### src/rtl/io_uart_pkg.sv
// Shared types and frame constants for the UART byte-output bridge.
package io_uart_pkg;

    typedef enum logic [1:0] {
        IDLE  = 2'd0,
        START = 2'd1,
        DATA  = 2'd2,
        STOP  = 2'd3
    } tx_state_t;

    localparam int UART_DATA_BITS  = 8;
    localparam int UART_FRAME_BITS = 10;

endpackage

### src/rtl/io_byte_fifo.sv
// Synchronous FIFO with a non-wrapping level counter; a push while full is
// accepted only when a pop frees a slot on the same edge.
module io_byte_fifo #(
    parameter int DEPTH = 8,
    parameter int WIDTH = 8
) (
    input  logic                   clk,
    input  logic                   rst_n,
    input  logic                   push,
    input  logic                   pop,
    input  logic [WIDTH-1:0]       din,
    output logic [WIDTH-1:0]       dout,
    output logic                   full,
    output logic                   empty,
    output logic [$clog2(DEPTH):0] level
);

    localparam int AW = $clog2(DEPTH);
    localparam int LW = AW + 1;

    logic [WIDTH-1:0] mem [DEPTH];
    logic [AW-1:0]    wr_ptr;
    logic [AW-1:0]    rd_ptr;
    logic             do_push;
    logic             do_pop;

    assign empty   = (level == '0);
    assign full    = (level == LW'(DEPTH));
    assign do_pop  = pop && !empty;
    assign do_push = push && (!full || do_pop);
    assign dout    = mem[rd_ptr];

    // Storage needs no reset: level gates every read.
    always_ff @(posedge clk) begin
        if (do_push) begin
            mem[wr_ptr] <= din;
        end
    end

    always_ff @(posedge clk or negedge rst_n) begin
        if (!rst_n) begin
            wr_ptr <= '0;
            rd_ptr <= '0;
            level  <= '0;
        end else begin
            if (do_push) begin
                wr_ptr <= wr_ptr + AW'(1);
            end
            if (do_pop) begin
                rd_ptr <= rd_ptr + AW'(1);
            end
            case ({do_push, do_pop})
                2'b10:   level <= level + LW'(1);
                2'b01:   level <= level - LW'(1);
                default: level <= level;
            endcase
        end
    end

endmodule

### src/rtl/io_uart_tx_bridge.sv
// Captures core byte strobes into a FIFO and serialises them as 8N1 frames,
// with back-to-back frames and a sticky overflow flag for dropped strobes.
module io_uart_tx_bridge
    import io_uart_pkg::*;
#(
    parameter int CLKS_PER_BIT = 16,
    parameter int FIFO_DEPTH   = 8
) (
    input  logic                        clk,
    input  logic                        rst_n,
    input  logic                        io_valid,
    input  logic [7:0]                  io_data,
    input  logic                        ovf_clr,
    output logic                        uart_tx,
    output logic                        busy,
    output logic                        fifo_full,
    output logic [$clog2(FIFO_DEPTH):0] fifo_level,
    output logic                        overflow
);

    localparam int              BW        = $clog2(CLKS_PER_BIT);
    localparam logic [BW-1:0]   BAUD_LAST = BW'(CLKS_PER_BIT - 1);
    localparam logic [2:0]      LAST_BIT  = 3'(UART_DATA_BITS - 1);

    tx_state_t     state;
    logic [BW-1:0] baud_cnt;
    logic [2:0]    bit_idx;
    logic [7:0]    shift_reg;
    logic          baud_done;
    logic          fifo_empty;
    logic          fifo_pop;
    logic [7:0]    fifo_dout;
    logic          drop;
    logic          line_bit;

    // io_valid is a one-cycle strobe with no ready: the byte is either
    // taken on that edge or dropped and recorded in overflow.
    io_byte_fifo #(
        .DEPTH (FIFO_DEPTH),
        .WIDTH (8)
    ) u_fifo (
        .clk   (clk),
        .rst_n (rst_n),
        .push  (io_valid),
        .pop   (fifo_pop),
        .din   (io_data),
        .dout  (fifo_dout),
        .full  (fifo_full),
        .empty (fifo_empty),
        .level (fifo_level)
    );

    assign baud_done = (baud_cnt == BAUD_LAST);
    assign fifo_pop  = !fifo_empty && ((state == IDLE) || (state == STOP && baud_done));
    assign drop      = io_valid && fifo_full && !fifo_pop;
    assign busy      = (state != IDLE) || (fifo_level != '0);

    always_comb begin
        line_bit = 1'b1;
        case (state)
            START:   line_bit = 1'b0;
            DATA:    line_bit = shift_reg[bit_idx];
            default: line_bit = 1'b1;
        endcase
    end

    // The line flop follows the state one cycle later, so frames stay
    // contiguous across a STOP->START transition.
    always_ff @(posedge clk or negedge rst_n) begin
        if (!rst_n) begin
            state     <= IDLE;
            baud_cnt  <= '0;
            bit_idx   <= '0;
            shift_reg <= '0;
            uart_tx   <= 1'b1;
        end else begin
            uart_tx <= line_bit;
            case (state)
                IDLE: begin
                    baud_cnt <= '0;
                    if (!fifo_empty) begin
                        shift_reg <= fifo_dout;
                        state     <= START;
                    end
                end
                START: begin
                    if (baud_done) begin
                        baud_cnt <= '0;
                        bit_idx  <= '0;
                        state    <= DATA;
                    end else begin
                        baud_cnt <= baud_cnt + BW'(1);
                    end
                end
                DATA: begin
                    if (baud_done) begin
                        baud_cnt <= '0;
                        if (bit_idx == LAST_BIT) begin
                            state <= STOP;
                        end else begin
                            bit_idx <= bit_idx + 3'd1;
                        end
                    end else begin
                        baud_cnt <= baud_cnt + BW'(1);
                    end
                end
                STOP: begin
                    if (baud_done) begin
                        baud_cnt <= '0;
                        if (!fifo_empty) begin
                            shift_reg <= fifo_dout;
                            state     <= START;
                        end else begin
                            state <= IDLE;
                        end
                    end else begin
                        baud_cnt <= baud_cnt + BW'(1);
                    end
                end
                default: state <= IDLE;
            endcase
        end
    end

    // A drop on the same edge as a clear wins.
    always_ff @(posedge clk or negedge rst_n) begin
        if (!rst_n) begin
            overflow <= 1'b0;
        end else if (drop) begin
            overflow <= 1'b1;
        end else if (ovf_clr) begin
            overflow <= 1'b0;
        end
    end

endmodule

### config.mk
export PLATFORM = sky130hd
export DESIGN_NAME = io_uart_tx_bridge
export DESIGN_NICKNAME = d
export VERILOG_FILES = /design/src/rtl/io_uart_pkg.sv /design/src/rtl/io_byte_fifo.sv /design/src/rtl/io_uart_tx_bridge.sv
export SDC_FILE = /design/constraint.sdc
export NUM_CORES = 1
export LEC_CHECK = 0
export BUFFER_PORTS_ARGS = -buffer_cell sky130_fd_sc_hd__buf_2
export CORE_UTILIZATION = 37
export DETAILED_ROUTE_END_ITERATION = 8
export HOLD_SLACK_MARGIN = 0.06
export SYNTH_ARGS = -nofsm -noshare
export SYNTH_HDL_FRONTEND = slang
export SYNTH_SLANG_ARGS = --single-unit
### constraint.sdc
create_clock -name clk -period 2.5 [get_ports clk]
set_clock_uncertainty 0.15 [all_clocks]
set_input_delay 0.25 -clock clk [delete_from_list [all_inputs] [get_ports clk]]
set_output_delay 0.25 -clock clk [all_outputs]
set_load 0.03 [all_outputs]
==> reports/metrics.yaml, run 1 <==
timing:
  min_period_ns: 2.351
  worst_pin_slew_ns: 0.8403
  final_max_slew_viol_count: 0
  hold_slack_ns: 0.1396
  rsz0062_at_grt: "no"
  finalCritPeriodShare_pct: 94.03
  fin_setup_tns_ns: 0
  max_freq_ghz: 0.4254
  hold_viol_final: 0
  final-setup-viol-count: 0
  max-slew-margin-rel_pct: 43.98
placed_design:
  gp_congestion: 0.7716
  dpl_cell_area_um2: 4414
  io_buffers: 19
  dpl.hpwl_um: 4921
  dp.cells: 417
logic_synthesis:
  synth_cell_types: 50
  synthCells: 249
  synth_seq_area_share_pct: 65.68
  async_reset_ff_share_pct: 31.18
  syn_area_um2: 4033
  syn_area_per_cell_um2: 16.20
  synth_edf_count: 64
  ys_top_cells_by_area: "edfxtp_1, dfrtp_1, mux4_2"
  synth_top_area_share_pct: 47.66
  yosysWarnings: 0
  synth-seq-cells: 93
  synth_top_cell_by_area: "edfxtp_1"
  ys_dominant_reg_cell: "edfxtp_1"
  yosysMostFrequentCell: "edfxtp_1"
  synth_fp_nets: 274
  synth_common_cells: "edfxtp_1, dfrtp_1, nor2_1, mux4_2, a21oi_1"
worst_setup_path:
  worstPathMaxFanout: 4
  required_ns: 2.62
  crit_type: "flop to flop"
  end_kind: "flop"
  cp-start-kind: "flop"
  worstPathArrival_ns: 2.47
clock_network:
  cts_sinks: 93
  cts-root-buf: "clkbuf_8"
  clockBufferDepth: 2
  htree_num_levels: 3
  cts_tree: "built"
  clk_pin_slew_ns: 0.09
  cts_buffers: 9
  clk-insertion-delay-late_ns: 0.36
drt:
  wl_um: 7426
  dr.pass1.iters: 4
  drtIter0Drc: 89
  drc: 0
  via_per_inst: 4.962
  routed-via-count: 2208
  postRouteAntennaNets: 0
  wl_per_cell_um: 16.69
floorplanning:
  die_x_um: 106.4
  core_area_um2: 10460
  die_area_um2: 11320
  die_y_um: 106.4
  initial_core_util_pct: 38.54
  placementRows: 37
  ios: 20
job:
  drv_cap: 0
pwr:
  p_per_area_nw_per_um2: 1149
  p_leak_uw: 0.001781
  vdd_ir_drop_max_mv: 0.4482
min_path:
  hold_class: "input pin to flop"
cells_and_area:
  stdcell_count: 445
  fin_nets: 329
  largest_reg_flops: 64
  insertedDiodeCount: 0
  final_util_pct: 45.26
  drive_gt1_share_pct: 28.16
  nFillCells: 974
  syn2layout_area_growth_pct: 17.44
  design_area_um2: 4736
global_routing:
  grt_max_degree: 30
  track_usage_pct: 14.93
  gr-total-overflow: 0
  grt_pass1_vias: 2323
  antenna_found_initial: 0
  grt_pass1_wl_um: 12300
run_status:
  status: "complete, no violations"
==> layout by cell type, fill, tap and decap left out, types with 2 or more instances in the layout <==
cell type and count:
clkbuf_8 9, xnor2_1 4, mux4_2 18, ha_1 10, nor2b_1 2, dlygate4sd3_1 10
nor3_1 6, ha_2 2, inv_6 3, mux2i_1 10, buf_4 22, clkinv_1 2
nand2_1 8, inv_1 9, nand2b_1 2, o21bai_1 2, edfxtp_1 64, buf_2 19
a21oi_1 15, a22o_1 5, xor2_1 3, o21ai_0 4, nor2_1 19, dfrtp_1 28
mux2_2 2, nand3_1 3
==> worst max-delay path, stage by stage (launching register included) <==
cell and delay (ns):
dfrtp_1 0.42, inv_1 0.13, ha_2 0.24, a41oi_2 0.05
nor3_1 0.19, buf_4 0.15, inv_1 0.05, fa_1 0.45
a311o_1 0.29, a22oi_1 0.14
==> routing by layer <==
layer	routed length, um	global-route usage, %
met5	0	0
met4	60	4.167
met3	293	4.844
met2	3662	24.77
met1	3410	18.70
==> worst paths after layout <==
kind                                   from                to  slack (ns)  depth (start not counted)
worst max register to register     state[0]   u_fifo.level[1]        0.15                          9
min in group asynchronous             rst_n          overflow        0.30                          2
worst min-delay path               io_valid   u_fifo.level[3]        0.14                          3
worst min register to register  baud_cnt[0]       baud_cnt[0]        0.35                          1
worst max-delay path               state[0]   u_fifo.level[1]        0.15                          9
max in group asynchronous             rst_n  u_fifo.rd_ptr[1]        1.48                          2
==> cell type report <==
| type | count | area, um2 | area share [%] |
|---|---|---|---|
| inverters | 9 | 33.78 | 0.7133 |
| clock inverters | 7 | 68.82 | 1.453 |
| repair buffers | 51 | 360.3 | 7.609 |
| flip-flops and latches | 93 | 2649 | 55.93 |
| well taps | 136 | 170.2 | 3.593 |
| multi-input cells | 140 | 1330 | 28.08 |
| clock buffers | 9 | 123.9 | 2.616 |
==> power breakdown <==
part | internal, uW | switching [uW] | leakage (uW)
sequential | 2040 | 354 | 0.000927
clock | 465 | 530 | 0.0000995
combinational | 1020 | 1040 | 0.000754
total | 3520 | 1920 | 0.00178
==> cells by family after synthesis <==
group / synth area share [%]
DFF: 65.68
and+or+nand+nor: 6.361
AOI/OAI and AO/OA: 6.795
muxes: 13.74
buffers and inverters: 1.675
adders and majority gates: 4.220
xor gates and xnor gates: 1.520
==> timing repair <==
action	CTS	global route
hold buffers	10	0
gates resized for setup	0	4
hold endpoints to repair	93	0
setup endpoints to repair	0	10
buffers inserted	0	2
==> metrics by stage <==
step / power (uW) / worst slack (ns)
after floorplan: 3844 / 0.02813
after global placement: 4409 / 0.1927
after detailed placement: 4460 / 0.09831
after CTS: 5480 / 0.06456
after global routing: 5855 / 0.005191
final: 5443 / 0.1492
No activity file was read; power rests on OpenSTA's default activity.
==> run 2, diff against run 1 <==
- ABC_AREA: not set -> 1
- CORE_MARGIN: not set -> 1
==> run 2 against run 1 <==
Net effect:
- worst setup slack improved by 0.10 ns
- non-clock buffer count decreased by 11
- cell count is 22% higher
- critical path type unchanged
- largest power group unchanged
==> reports/metrics.yaml, run 2 <==
run_status:
  status: "complete, no violations"
worst_setup_path:
  end_kind: "flop"
  worstPathMaxFanout: 5
  required_ns: 2.61
  cp-start-kind: "flop"
  worstPathArrival_ns: 2.36
  crit_start: "state[1]"
  r2r_start: "state[1]"
  crit_type: "flop to flop"
global_routing:
  grt_max_degree: 35
  antenna_found_initial: 0
  grt_pass1_vias: 2662
  gr-total-overflow: 0
  use_met3_pct: 4.134
  use_met2_pct: 23.59
  busiest_layer: "met2"
  grt_pass1_wl_um: 13430
  track_usage_pct: 15.63
  use_met1_pct: 21.38
drt:
  postRouteAntennaNets: 0
  wl_per_cell_um: 14.56
  drc: 0
  via_per_inst: 4.911
  wl_um: 7889
  drtIter0Drc: 112
  routed-via-count: 2662
  dr.pass1.iters: 4
timing:
  rsz0062_at_grt: "no"
  final_max_slew_viol_count: 0
  finalCritPeriodShare_pct: 89.86
  max-slew-margin-rel_pct: 56.53
  worst_pin_slew_ns: 0.6521
  max_freq_ghz: 0.4452
  min_period_ns: 2.246
  hold_viol_final: 0
  hold_slack_ns: 0.2900
  final-setup-viol-count: 0
  fin_setup_tns_ns: 0
logic_synthesis:
  synth-compound-area-share_pct: 12.02
  synth_common_cells: "edfxtp_1, nor2_1, o21ai_0, inv_1, dfrtp_1"
  synth_seq_area_share_pct: 65.24
  ys_top_cells_by_area: "edfxtp_1, dfrtp_1, o21ai_0"
  synthXorXnorAreaFrac_pct: 0.8629
  yosysMostFrequentCell: "edfxtp_1"
  synth-simple-area-share_pct: 12.63
  synth_cell_types: 31
  synth-seq-cells: 93
  syn_area_um2: 4060
  async_reset_ff_share_pct: 31.18
  synth_fp_nets: 386
  synth_top_family_by_area: "simple AND/OR/NAND/NOR gates"
  synthCells: 361
  synth_top_area_share_pct: 47.33
  synth_top_cell_by_area: "edfxtp_1"
  synth_edf_count: 64
  yosysWarnings: 0
  synthMuxAreaShare_pct: 0.2773
  synth_fa_ha_area_share_pct: 4.191
  ys_dominant_reg_cell: "edfxtp_1"
  syn_area_per_cell_um2: 11.25
placed_design:
  dpl.hpwl_um: 5200
  io_buffers: 19
  gp_congestion: 0.7652
pwr:
  p_leak_uw: 0.001803
  vdd_ir_drop_max_mv: 0.3327
  p_per_area_nw_per_um2: 762.2
min_path:
  hold_class: "input pin to asynchronous set/reset pin"
clock_network:
  clk-insertion-delay-late_ns: 0.37
  clk_pin_slew_ns: 0.10
  htree_num_levels: 3
  cts_resized: 0
  clockBufferDepth: 2
  cts_tree: "built"
  ctsHoldBuffers: 11
  cts_buffers: 9
  cts_sinks: 93
  post-cts-setup-buffer-count: 0
  cts-root-buf: "clkbuf_8"
cells_and_area:
  layout_commonest_cell: "edfxtp_1"
  drive_gt1_share_pct: 14.04
  mostFrequentLayoutCells: "edfxtp_1, nor2_1, o21ai_0"
  syn2layout_area_growth_pct: 14.27
  insertedDiodeCount: 0
  fin_nets: 426
  largest_reg_flops: 64
floorplanning:
  placementRows: 37
  core_area_um2: 10460
  initial_core_util_pct: 38.81
  die_x_um: 106.8
  die_area_um2: 11400
  die_y_um: 106.8
  ios: 20
job:
  drv_cap: 0
run 2: cell types whose count changed in the layout (fill, tap and decap cells not counted), moves of 6 or more:
cell / change
o21ai_0: +44
nor2_1: +43
inv_1: +27
nand3_1: +20
mux4_2: -18
o211ai_1: +17
nand2_1: +13
buf_4: -12
mux2i_1: -10
nor3_1: -6
run 2: worst max-delay path: stages, from the launching register on:
cell and delay, ns:
dfrtp_1 0.42, ha_1 0.29, nand4_1 0.14, nand2_2 0.12
nand3_1 0.14, inv_1 0.11, ha_1 0.23, a21oi_1 0.19
o211ai_1 0.10, nand2_1 0.09, nand3_1 0.06, nand2_1 0.07
inv_1 0.04
run 2: routing by layer:
metal / vias to the layer above / share of wire (%)
li1: 1329 / -
met1: 1294 / 48
met2: 33 / 48
met3: 6 / 2.6
met4: 0 / 1.4
met5: - / 0
run 2: final timing paths:
| path | endpoint | slack (ns) | cells after the start |
|---|---|---|---|
| max in group asynchronous | u_fifo.level[3] | 1.48 | 2 |
| max | u_fifo.level[3] | 0.25 | 12 |
| min reg2reg | baud_cnt[0] | 0.31 | 1 |
| min in group clk | baud_cnt[0] | 0.31 | 1 |
| min | shift_reg[2] | 0.29 | 2 |
| max reg2reg | u_fifo.level[3] | 0.25 | 12 |
run 2: report_power, final:
part	total, uW	leakage (uW)	internal [uW]	switching, uW
clock	938	0.0000858	374	564
combinational	640	0.000784	214	426
sequential	1960	0.000934	1870	91.3
run 2: layout make-up:
class | instances | area [um2]
inverter | 38 | 142.6
timing repair buffer | 40 | 280.3
multi-input combinational | 219 | 1217
clock inverter | 7 | 56.30
clock buffer | 9 | 123.9
tap | 136 | 170.2
sequential | 93 | 2649
fill | 1005 | 5823
run 2: through the flow:
stage	setup WS [ns]	power (uW)	utilization, %	instance area [um2]	std cells
global placement	0.3346	2614	41.57	4349	515
floorplan	0.2488	2401	-	4060	361
finish	0.2536	3536	44.34	4639	542
CTS	0.2301	3585	44.34	4639	542
detailed placement	0.2442	2633	41.57	4349	515
global route	0.004688	3736	44.34	4639	542
run 2: cell families after synthesis:
group | after synthesis
fa+ha+maj | 13
xor+xnor | 4
buf+inv | 49
simple gates | 116
compound gates | 85
mux | 1
flops | 93
==> run 3, diff against run 2 <==
- CORE_UTILIZATION: 37 -> 40
- CTS_BUF_LIST: not set -> sky130_fd_sc_hd__clkbuf_16
- TNS_END_PERCENT: not set -> 5
==> run 3 against run 2 <==
Net effect:
- worst setup slack got worse by 0.0085 ns
- largest cell class unchanged
- flip-flop and latch count did not move
- fmax fell by 0.38%
- total power rose by 12%
- cell count fell by 0.92%
- core utilization rose by 3.9 points
- sequential share of layout area fell by 1.2 points
- sequential power barely moved
==> reports/metrics.yaml, run 3 (synthesis results as in run 2) <==
drt:
  postRouteAntennaNets: 0
  drc: 0
  wl_um: 7829
  via_per_inst: 4.963
  routed-via-count: 2665
  drtIter0Drc: 104
  wl_per_cell_um: 14.58
  dr.pass1.iters: 4
clock_network:
  cts_resized: 0
  clk-insertion-delay-late_ns: 0.34
  htree_num_levels: 3
  post-cts-setup-buffer-count: 0
  cts_tree: "built"
  clk_pin_slew_ns: 0.07
  cts_sinks: 93
  clockBufferDepth: 2
  cts-root-buf: "clkbuf_16"
  cts_buffers: 9
floorplanning:
  die_y_um: 102.8
  die_area_um2: 10560
  ios: 20
  die_x_um: 102.8
  core_area_um2: 9819
  placementRows: 36
  initial_core_util_pct: 41.35
placed_design:
  gp_congestion: 0.7861
  dpl.hpwl_um: 4982
  place_ws_ns: 0.2536
  io_buffers: 19
  dp.cells: 512
job:
  drv_cap: 0
timing:
  max_freq_ghz: 0.4435
  final_max_slew_viol_count: 0
  rsz0062_at_grt: "no"
  finalCritPeriodShare_pct: 90.20
  setup_slack_ns: 0.2451
  fin_setup_tns_ns: 0
  final-setup-viol-count: 0
  worst_pin_slew_ns: 0.6712
  max-slew-margin-rel_pct: 55.25
  min_period_ns: 2.255
  hold_viol_final: 0
pwr:
  p_per_area_nw_per_um2: 835.2
  vdd_ir_drop_max_mv: 0.3170
  p_leak_uw: 0.001859
  p_total_uw: 3959
worst_setup_path:
  required_ns: 2.59
  worstPathMaxFanout: 5
  end_kind: "flop"
  crit_type: "flop to flop"
  worstPathArrival_ns: 2.35
  cp-start-kind: "flop"
cells_and_area:
  fin_nets: 424
  nFillCells: 923
  insertedDiodeCount: 0
  layout_commonest_cell: "edfxtp_1"
  drive_gt1_share_pct: 14.36
  mostFrequentLayoutCells: "edfxtp_1, nor2_1, o21ai_0"
  stdcell_count: 537
  largest_reg_flops: 64
  syn2layout_area_growth_pct: 16.73
min_path:
  hold_class: "input pin to flop"
global_routing:
  gr-total-overflow: 0
  grt_max_degree: 34
  antenna_found_initial: 0
  grt_pass1_wl_um: 12940
  grt_pass1_vias: 2461
  track_usage_pct: 16.68
run_status:
  status: "complete, no violations"
run 3: final timing paths:
| path | startpoint | endpoint | slack (ns) | depth (start not counted) |
|---|---|---|---|---|
| max | state[1] | u_fifo.level[3] | 0.25 | 12 |
| min reg2reg | baud_cnt[0] | baud_cnt[0] | 0.31 | 1 |
| min in group asynchronous | rst_n | u_fifo.level[0] | 0.32 | 2 |
| min | io_data[5] | u_fifo.mem[1][5] | 0.07 | 1 |
| max in group asynchronous | rst_n | shift_reg[4] | 1.44 | 2 |
| max reg2reg | state[1] | u_fifo.level[3] | 0.25 | 12 |
run 3: where the power goes:
group | leakage (uW) | switching, uW | internal (uW)
logic | 0.000776 | 427 | 211
registers | 0.000934 | 95.3 | 1870
clock network | 0.000150 | 643 | 714
total | 0.00186 | 1170 | 2790
run 3: cell type report:
type                    instances  area, um2  area share [%]
flip-flops and latches         93       2649           55.89
multi-input cells             219       1217           25.69
repair buffers                 38      260.3           5.491
clock buffers                   9      225.2           4.752
well taps                     133      166.4           3.511
inverters                      38      142.6           3.010
clock inverters                 7      78.83           1.663
run 3: stage by stage:
stage          hold slack [ns]  utilization (%)  cell area, um2
2_1_floorplan          -0.1956                -            4060
3_3_place_gp            0.1838            44.25            4345
3_5_place_dp            0.1852            44.25            4345
4_1_cts                0.06062            48.27            4740
5_1_grt                0.06376            48.27            4740
6_report               0.06890            48.27            4740
run 3: layer usage:
layer,track usage (%),share of wire [%]
met1,23.74,49
met2,25.44,47
met3,4.068,3.2
met4,4.875,0.86
met5,0,0
run 3: worst max-delay path, stage by stage (launching register included):
cell and delay, ns:
dfrtp_1 0.41, ha_1 0.28, nand4_1 0.14, nand2_2 0.12, nand3_1 0.16, inv_1 0.12, ha_1 0.23, a21oi_1 0.20
o211ai_1 0.10, nand2_1 0.09, nand3_1 0.06, nand2_1 0.07, inv_1 0.03
run 3: timing repair:
| action | CTS | global route |
|---|---|---|
| endpoints found under the setup margin | 0 | 0 |
| hold endpoints to repair | 85 | 0 |
| hold buffers | 9 | 0 |
